===== src/rtl/mac_feeder.sv =====
// mac_feeder: sequences one dot-product job through a pipelined MAC.
// Clears the MAC, pops len operand pairs jointly from the A and B streams,
// waits for the MAC pipeline to drain, then offers the accumulated result.
// Optional build macro: MAC_FEEDER_PERF_EN adds the stall_cycles_o counter
// (FEED cycles without a joint pop, saturating, cleared on an accepted start).
module mac_feeder #(
  parameter int DATA_WIDTH  = 8,
  parameter int LEN_WIDTH   = 8,
  parameter int MAC_LATENCY = 3
) (
  input  logic                      clk,
  input  logic                      rst_n,
  input  logic                      start_i,
  input  logic [LEN_WIDTH-1:0]      len_i,
  output logic                      busy_o,
  input  logic                      a_valid_i,
  input  logic [DATA_WIDTH-1:0]     a_data_i,
  output logic                      a_ready_o,
  input  logic                      b_valid_i,
  input  logic [DATA_WIDTH-1:0]     b_data_i,
  output logic                      b_ready_o,
  output logic                      mac_en_o,
  output logic                      mac_clr_o,
  output logic [DATA_WIDTH-1:0]     mac_a_o,
  output logic [DATA_WIDTH-1:0]     mac_b_o,
  input  logic [3*DATA_WIDTH-1:0]   mac_cout_i,
  output logic                      res_valid_o,
  output logic [3*DATA_WIDTH-1:0]   res_data_o,
  input  logic                      res_ready_i
`ifdef MAC_FEEDER_PERF_EN
  ,
  output logic [15:0]               stall_cycles_o
`endif
);

  localparam int RES_W = 3 * DATA_WIDTH;
  // Drain counter must hold MAC_LATENCY+1: one feeder register stage plus
  // the MAC pipeline is covered by the count, plus one cycle of margin.
  localparam int DRN_W = $clog2(MAC_LATENCY + 2);
  localparam logic [DRN_W-1:0] DRN_LOAD = DRN_W'(MAC_LATENCY + 1);

  typedef enum logic [2:0] {
    ST_IDLE   = 3'd0,
    ST_CLEAR  = 3'd1,
    ST_FEED   = 3'd2,
    ST_DRAIN  = 3'd3,
    ST_RESULT = 3'd4
  } state_t;

  state_t                state_q, state_d;
  logic [LEN_WIDTH-1:0]  rem_q, rem_d;
  logic [DRN_W-1:0]      drn_q, drn_d;
  logic                  busy_q, busy_d;
  logic                  en_q, en_d;
  logic                  clr_q, clr_d;
  logic [DATA_WIDTH-1:0] a_q, a_d;
  logic [DATA_WIDTH-1:0] b_q, b_d;
  logic                  res_valid_q, res_valid_d;
  logic [RES_W-1:0]      res_q, res_d;
  logic                  pop_s;

  // Both streams are popped together or not at all.
  assign pop_s     = (state_q == ST_FEED) && a_valid_i && b_valid_i;
  assign a_ready_o = pop_s;
  assign b_ready_o = pop_s;

  assign busy_o      = busy_q;
  assign mac_en_o    = en_q;
  assign mac_clr_o   = clr_q;
  assign mac_a_o     = a_q;
  assign mac_b_o     = b_q;
  assign res_valid_o = res_valid_q;
  assign res_data_o  = res_q;

  // Next-state and registered-output decode for the job sequencer.
  always_comb begin
    state_d = state_q;
    rem_d   = rem_q;
    drn_d   = drn_q;
    en_d    = 1'b0;
    clr_d   = 1'b0;
    a_d     = a_q;
    b_d     = b_q;
    res_d   = res_q;
    case (state_q)
      ST_IDLE: begin
        if (start_i) begin
          rem_d   = len_i;
          state_d = ST_CLEAR;
        end else begin
          state_d = ST_IDLE;
        end
      end
      ST_CLEAR: begin
        // Clr and En share the MAC pipeline depth, so FEED may follow at once.
        clr_d = 1'b1;
        if (rem_q != {LEN_WIDTH{1'b0}}) begin
          state_d = ST_FEED;
        end else begin
          state_d = ST_DRAIN;
          drn_d   = DRN_LOAD;
        end
      end
      ST_FEED: begin
        if (pop_s) begin
          en_d  = 1'b1;
          a_d   = a_data_i;
          b_d   = b_data_i;
          rem_d = rem_q - LEN_WIDTH'(1);
          if (rem_q == LEN_WIDTH'(1)) begin
            state_d = ST_DRAIN;
            drn_d   = DRN_LOAD;
          end else begin
            state_d = ST_FEED;
          end
        end else begin
          state_d = ST_FEED;
        end
      end
      ST_DRAIN: begin
        if (drn_q == {DRN_W{1'b0}}) begin
          res_d   = mac_cout_i;
          state_d = ST_RESULT;
        end else begin
          drn_d   = drn_q - DRN_W'(1);
          state_d = ST_DRAIN;
        end
      end
      ST_RESULT: begin
        if (res_ready_i) begin
          state_d = ST_IDLE;
        end else begin
          state_d = ST_RESULT;
        end
      end
      default: begin
        state_d = ST_IDLE;
      end
    endcase
    busy_d      = (state_d != ST_IDLE);
    res_valid_d = (state_d == ST_RESULT);
  end

  // State, counters and MAC/result output registers.
  always_ff @(posedge clk or negedge rst_n) begin
    if (!rst_n) begin
      state_q     <= ST_IDLE;
      rem_q       <= {LEN_WIDTH{1'b0}};
      drn_q       <= {DRN_W{1'b0}};
      busy_q      <= 1'b0;
      en_q        <= 1'b0;
      clr_q       <= 1'b0;
      a_q         <= {DATA_WIDTH{1'b0}};
      b_q         <= {DATA_WIDTH{1'b0}};
      res_valid_q <= 1'b0;
      res_q       <= {RES_W{1'b0}};
    end else begin
      state_q     <= state_d;
      rem_q       <= rem_d;
      drn_q       <= drn_d;
      busy_q      <= busy_d;
      en_q        <= en_d;
      clr_q       <= clr_d;
      a_q         <= a_d;
      b_q         <= b_d;
      res_valid_q <= res_valid_d;
      res_q       <= res_d;
    end
  end

`ifdef MAC_FEEDER_PERF_EN
  logic [15:0] stall_q, stall_d;

  assign stall_cycles_o = stall_q;

  // Stall counter next value: clear on accepted start, count idle FEED cycles.
  always_comb begin
    stall_d = stall_q;
    if ((state_q == ST_IDLE) && start_i) begin
      stall_d = 16'h0000;
    end else if ((state_q == ST_FEED) && !pop_s && (stall_q != 16'hFFFF)) begin
      stall_d = stall_q + 16'h0001;
    end else begin
      stall_d = stall_q;
    end
  end

  // Stall counter register.
  always_ff @(posedge clk or negedge rst_n) begin
    if (!rst_n) begin
      stall_q <= 16'h0000;
    end else begin
      stall_q <= stall_d;
    end
  end
`endif

endmodule


===== config.mk =====
export PLATFORM = sky130hd
export DESIGN_NAME = mac_feeder
export DESIGN_NICKNAME = d
export VERILOG_FILES = /design/src/rtl/mac_feeder.sv
export SDC_FILE = /design/constraint.sdc
export NUM_CORES = 1
export LEC_CHECK = 0
export CAP_MARGIN = 10
export CORE_ASPECT_RATIO = 1.4
export CORE_MARGIN = 2
export CORE_UTILIZATION = 50
export DETAILED_ROUTE_END_ITERATION = 10
export DONT_BUFFER_PORTS = 1
export PLACE_DENSITY = 0.71
export SYNTH_ARGS = -nofsm -noshare
export SYNTH_HDL_FRONTEND = slang
export SYNTH_SLANG_ARGS = --single-unit

===== constraint.sdc =====
create_clock -name clk -period 2.99 [get_ports clk]
set_input_delay 0.598 -clock clk [delete_from_list [all_inputs] [get_ports clk]]
set_output_delay 0.598 -clock clk [all_outputs]
set_load 0.1 [all_outputs]

==> flow_metrics.py <==
metrics = {
    "sta": {
        "holdWs_ps": 119,
        "period_share": 0.853,
        "skew_ps": 7.09,
        "finalHoldViolations": 0,
        "setup-tns-final_ps": 0,
        "tightest_slew_ps": 918,
        "setup_violations": 0,
        "max-slew-margin-rel": 0.388,
        "rsz0062_at_grt": "false",
        "timing.fmax_mhz": 392,
        "slew_violations": 0,
        "min_period_ps": 2550,
        "fin_ws_ps": 440,
    },
    "hold_path": {
        "hold_class": "primary input to async pin",
    },
    "clocking": {
        "htree_levels": 3,
        "cts.sinks": 58,
        "cts_max_path_buffers": 2,
        "cts_buffers": 9,
        "cts_tree": "yes",
        "root_buffer": "clkbuf_8",
        "path_clk_slew_ps": 70,
        "clock_latency_ps": 330,
    },
    "power_and_ir_drop": {
        "leakage_uw": 0.00126,
        "powerDensity_nw_per_um2": 1070,
        "ir_worst_vdd_mv": 0.456,
        "total_power_uw": 3060,
    },
    "layout": {
        "layout.nets": 258,
        "design_area_um2": 2850,
        "syn_to_final_growth_pct": 10.3,
        "diodes": 0,
        "final_layout_size_suffix_gt1_frac": 0.309,
        "num-fill-cells": 401,
    },
    "logic_synthesis": {
        "avgSynthCellArea_um2": 13.2,
        "synthXorXnorAreaFrac": 0,
        "syn_area_um2": 2580,
        "yosys_warnings": 0,
        "synth_fp_nets": 255,
        "synthAdderAreaFrac": 0.0242,
        "synth_top_family_by_area": "multiplexers",
        "synth_cell_types": 39,
        "synth_cells": 196,
        "ys_seq_elements": 58,
        "synth_compound_area_frac": 0.0824,
        "ys_seq_area_frac": 0.562,
        "synthSimpleGateAreaFrac": 0.0955,
        "synth_mux_area_frac": 0.195,
    },
    "global_route": {
        "grt_pass1_vias": 1638,
        "grt_pass1_wl_um": 7710,
        "grt_max_degree": 59,
        "antenna_found_initial": 0,
        "grt_overflow": 0,
        "track_usage": 0.178,
    },
    "die": {
        "coreArea_um2": 4920,
        "fp.dieW_um": 64.7,
        "io_pins": 100,
        "die_area_um2": 5760,
        "die-height_um": 89.0,
        "start_util": 0.525,
        "num_rows": 30,
    },
    "setup_path": {
        "cp.depth": 3,
        "cp.buffers_inverters": 1,
        "rrSetupSlack_ps": 840,
        "reg2reg_depth": 5,
        "crit_family": "simple AND/OR/NAND/NOR gates",
        "worstReg2RegEnd": "res_data_o[5]",
        "cp_cell_sequence": "nor3b_4 -> and3_2 -> buf_12",
        "cpPeakStageDelay_ps": 610,
        "r2r-start": "drn_q[0]",
        "crit_path_start": "state_q[1]",
        "cp.arrival_ps": 1950,
        "end_kind": "primary output",
        "startpoint_type": "flip-flop",
        "cp-endpoint": "a_ready_o",
        "cp_max_fo": 18,
        "crit_slowest_cell": "dfrtp_1",
        "crit_type": "flip-flop to primary output",
        "required_ps": 2390,
    },
    "drt": {
        "avgRoutedWirePerCell_um": 18.6,
        "vias": 1567,
        "postRouteAntennaNets": 0,
        "remaining_drc_errors": 0,
        "routed_wirelength_um": 4990,
        "first_pass_iters": 4,
        "via_per_inst": 5.85,
        "first_iter_violations": 123,
    },
    "flow_run": {
        "maxCapViolations": 0,
    },
    "placement": {
        "dpl.hpwl_um": 3550,
        "pre_cts_slack_ps": 789,
        "place_area_um2": 2600,
        "portBuffers": 0,
        "gp_congestion": 0.827,
    },
    "outcome": {
        "outcome": "completed",
    },
}
-- layer usage --
metal / wire length (um) / track usage / up-vias / share of wire
met5: 0 / 0 / - / 0
met4: 48 / 0.0890 / 0 / 0.0096
met3: 494 / 0.0919 / 4 / 0.099
met2: 2610 / 0.280 / 69 / 0.52
met1: 1830 / 0.199 / 780 / 0.37
li1: - / - / 714 / -
-- synthesized netlist by cell type --
master | instances | share of area
nor3b_4 | 1 | 0.0073
nor3b_1 | 2 | 0.0058
mux2i_1 | 2 | 0.0078
nor2_1 | 10 | 0.015
nand3_1 | 1 | 0.0019
nand2b_1 | 1 | 0.0024
a211o_1 | 1 | 0.0034
mux2_2 | 31 | 0.14
o211ai_1 | 1 | 0.0029
o32ai_1 | 1 | 0.0034
dfrtp_1 | 58 | 0.56
buf_2 | 4 | 0.0078
buf_6 | 2 | 0.0087
a31o_2 | 1 | 0.0034
nor3_1 | 5 | 0.0097
buf_12 | 1 | 0.0078
o2bb2ai_1 | 1 | 0.0034
or3b_1 | 1 | 0.0034
a22oi_1 | 2 | 0.0058
nand3b_1 | 1 | 0.0029
o21ai_0 | 16 | 0.031
a211oi_2 | 1 | 0.0048
buf_4 | 2 | 0.0058
nand4_2 | 1 | 0.0048
mux2_4 | 9 | 0.052
and4_1 | 1 | 0.0034
inv_1 | 6 | 0.0087
clkbuf_1 | 1 | 0.0015
and2_1 | 1 | 0.0024
or4_4 | 1 | 0.0044
ha_1 | 5 | 0.024
a21oi_1 | 9 | 0.017
o41ai_1 | 2 | 0.0068
and3_1 | 4 | 0.0097
nor2b_1 | 4 | 0.0097
nand2_1 | 3 | 0.0044
nor4_1 | 1 | 0.0024
nand4_1 | 1 | 0.0024
nor4bb_1 | 1 | 0.0039
-- kinds of logic (layout without fill, tap and decap cells) --
family,count (synthesis),after routing
adder cells (fa/ha/maj),5,5
multiplexers,42,42
flip-flops,58,58
AO/OA/AOI/OAI,35,35
AND/OR/NAND/NOR,40,40
buffers and inverters,16,24
-- per-stage QoR --
stage	cells	utilization
finish	268	0.579
global route	268	0.579
CTS	268	0.579
detailed placement	251	0.529
global placement	251	0.529
floorplan	196	-
-- registers in the layout, indices dropped and copies added (netlist names) --
| name | count |
|---|---|
| drn_q | 3 |
| res_valid_o | 1 |
| mac_b_o | 8 |
| mac_en_o | 1 |
| busy_o | 1 |
| state_q | 3 |
| res_data_o | 24 |
| mac_a_o | 8 |
| rem_q | 8 |
| mac_clr_o | 1 |
-- worst min-delay path by stage --
stage / end / start / cells after the start
floorplan: busy_o / rst_n / 0
global route: rem_q[3] / rst_n / 1
finish: rem_q[0] / rst_n / 1
global placement: rem_q[3] / rst_n / 0
detailed placement: rem_q[7] / rst_n / 0
CTS: rem_q[7] / rst_n / 1
-- placed cells by master, fill, tap and decap left out, types with 2 or more instances in the layout --
cell type,Yosys,final
inv_1,6,6
dfrtp_1,58,58
mux2_2,31,31
mux2_4,9,9
o41ai_1,2,2
clkinv_2,0,2
clkbuf_8,0,10
bufinv_16,0,2
a22oi_1,2,2
nor3b_1,2,2
nor3_1,5,5
and3_1,4,3
nor2_1,10,10
mux2i_1,2,2
nor2b_1,4,4
a21oi_1,9,9
ha_1,5,5
nand2_1,3,3
o21ai_0,16,16
-- where the power goes --
group | switching (uW) | internal, uW
sequential | 825 | 929
combinational | 263 | 256
clock | 300 | 489
total | 1390 | 1670
-- layout make-up --
cell class	count	area (um2)	share of cell area
Timing Repair Buffer	2	47.5	0.0167
Multi-Input combinational cell	122	1030	0.361
Tap cell	64	80.1	0.0281
Inverter	6	22.5	0.00791
Clock inverter	5	77.6	0.0272
Sequential cell	58	1450	0.510
Clock buffer	11	141	0.0496
-- repair_timing --
item                                    CTS  global route
endpoints found under the setup margin    0             0
resized for setup                         0             0
setup buffers                             0             0
hold buffers                              1             0
endpoints found under the hold margin    58             0
No activity file was read; power rests on OpenSTA's default activity.
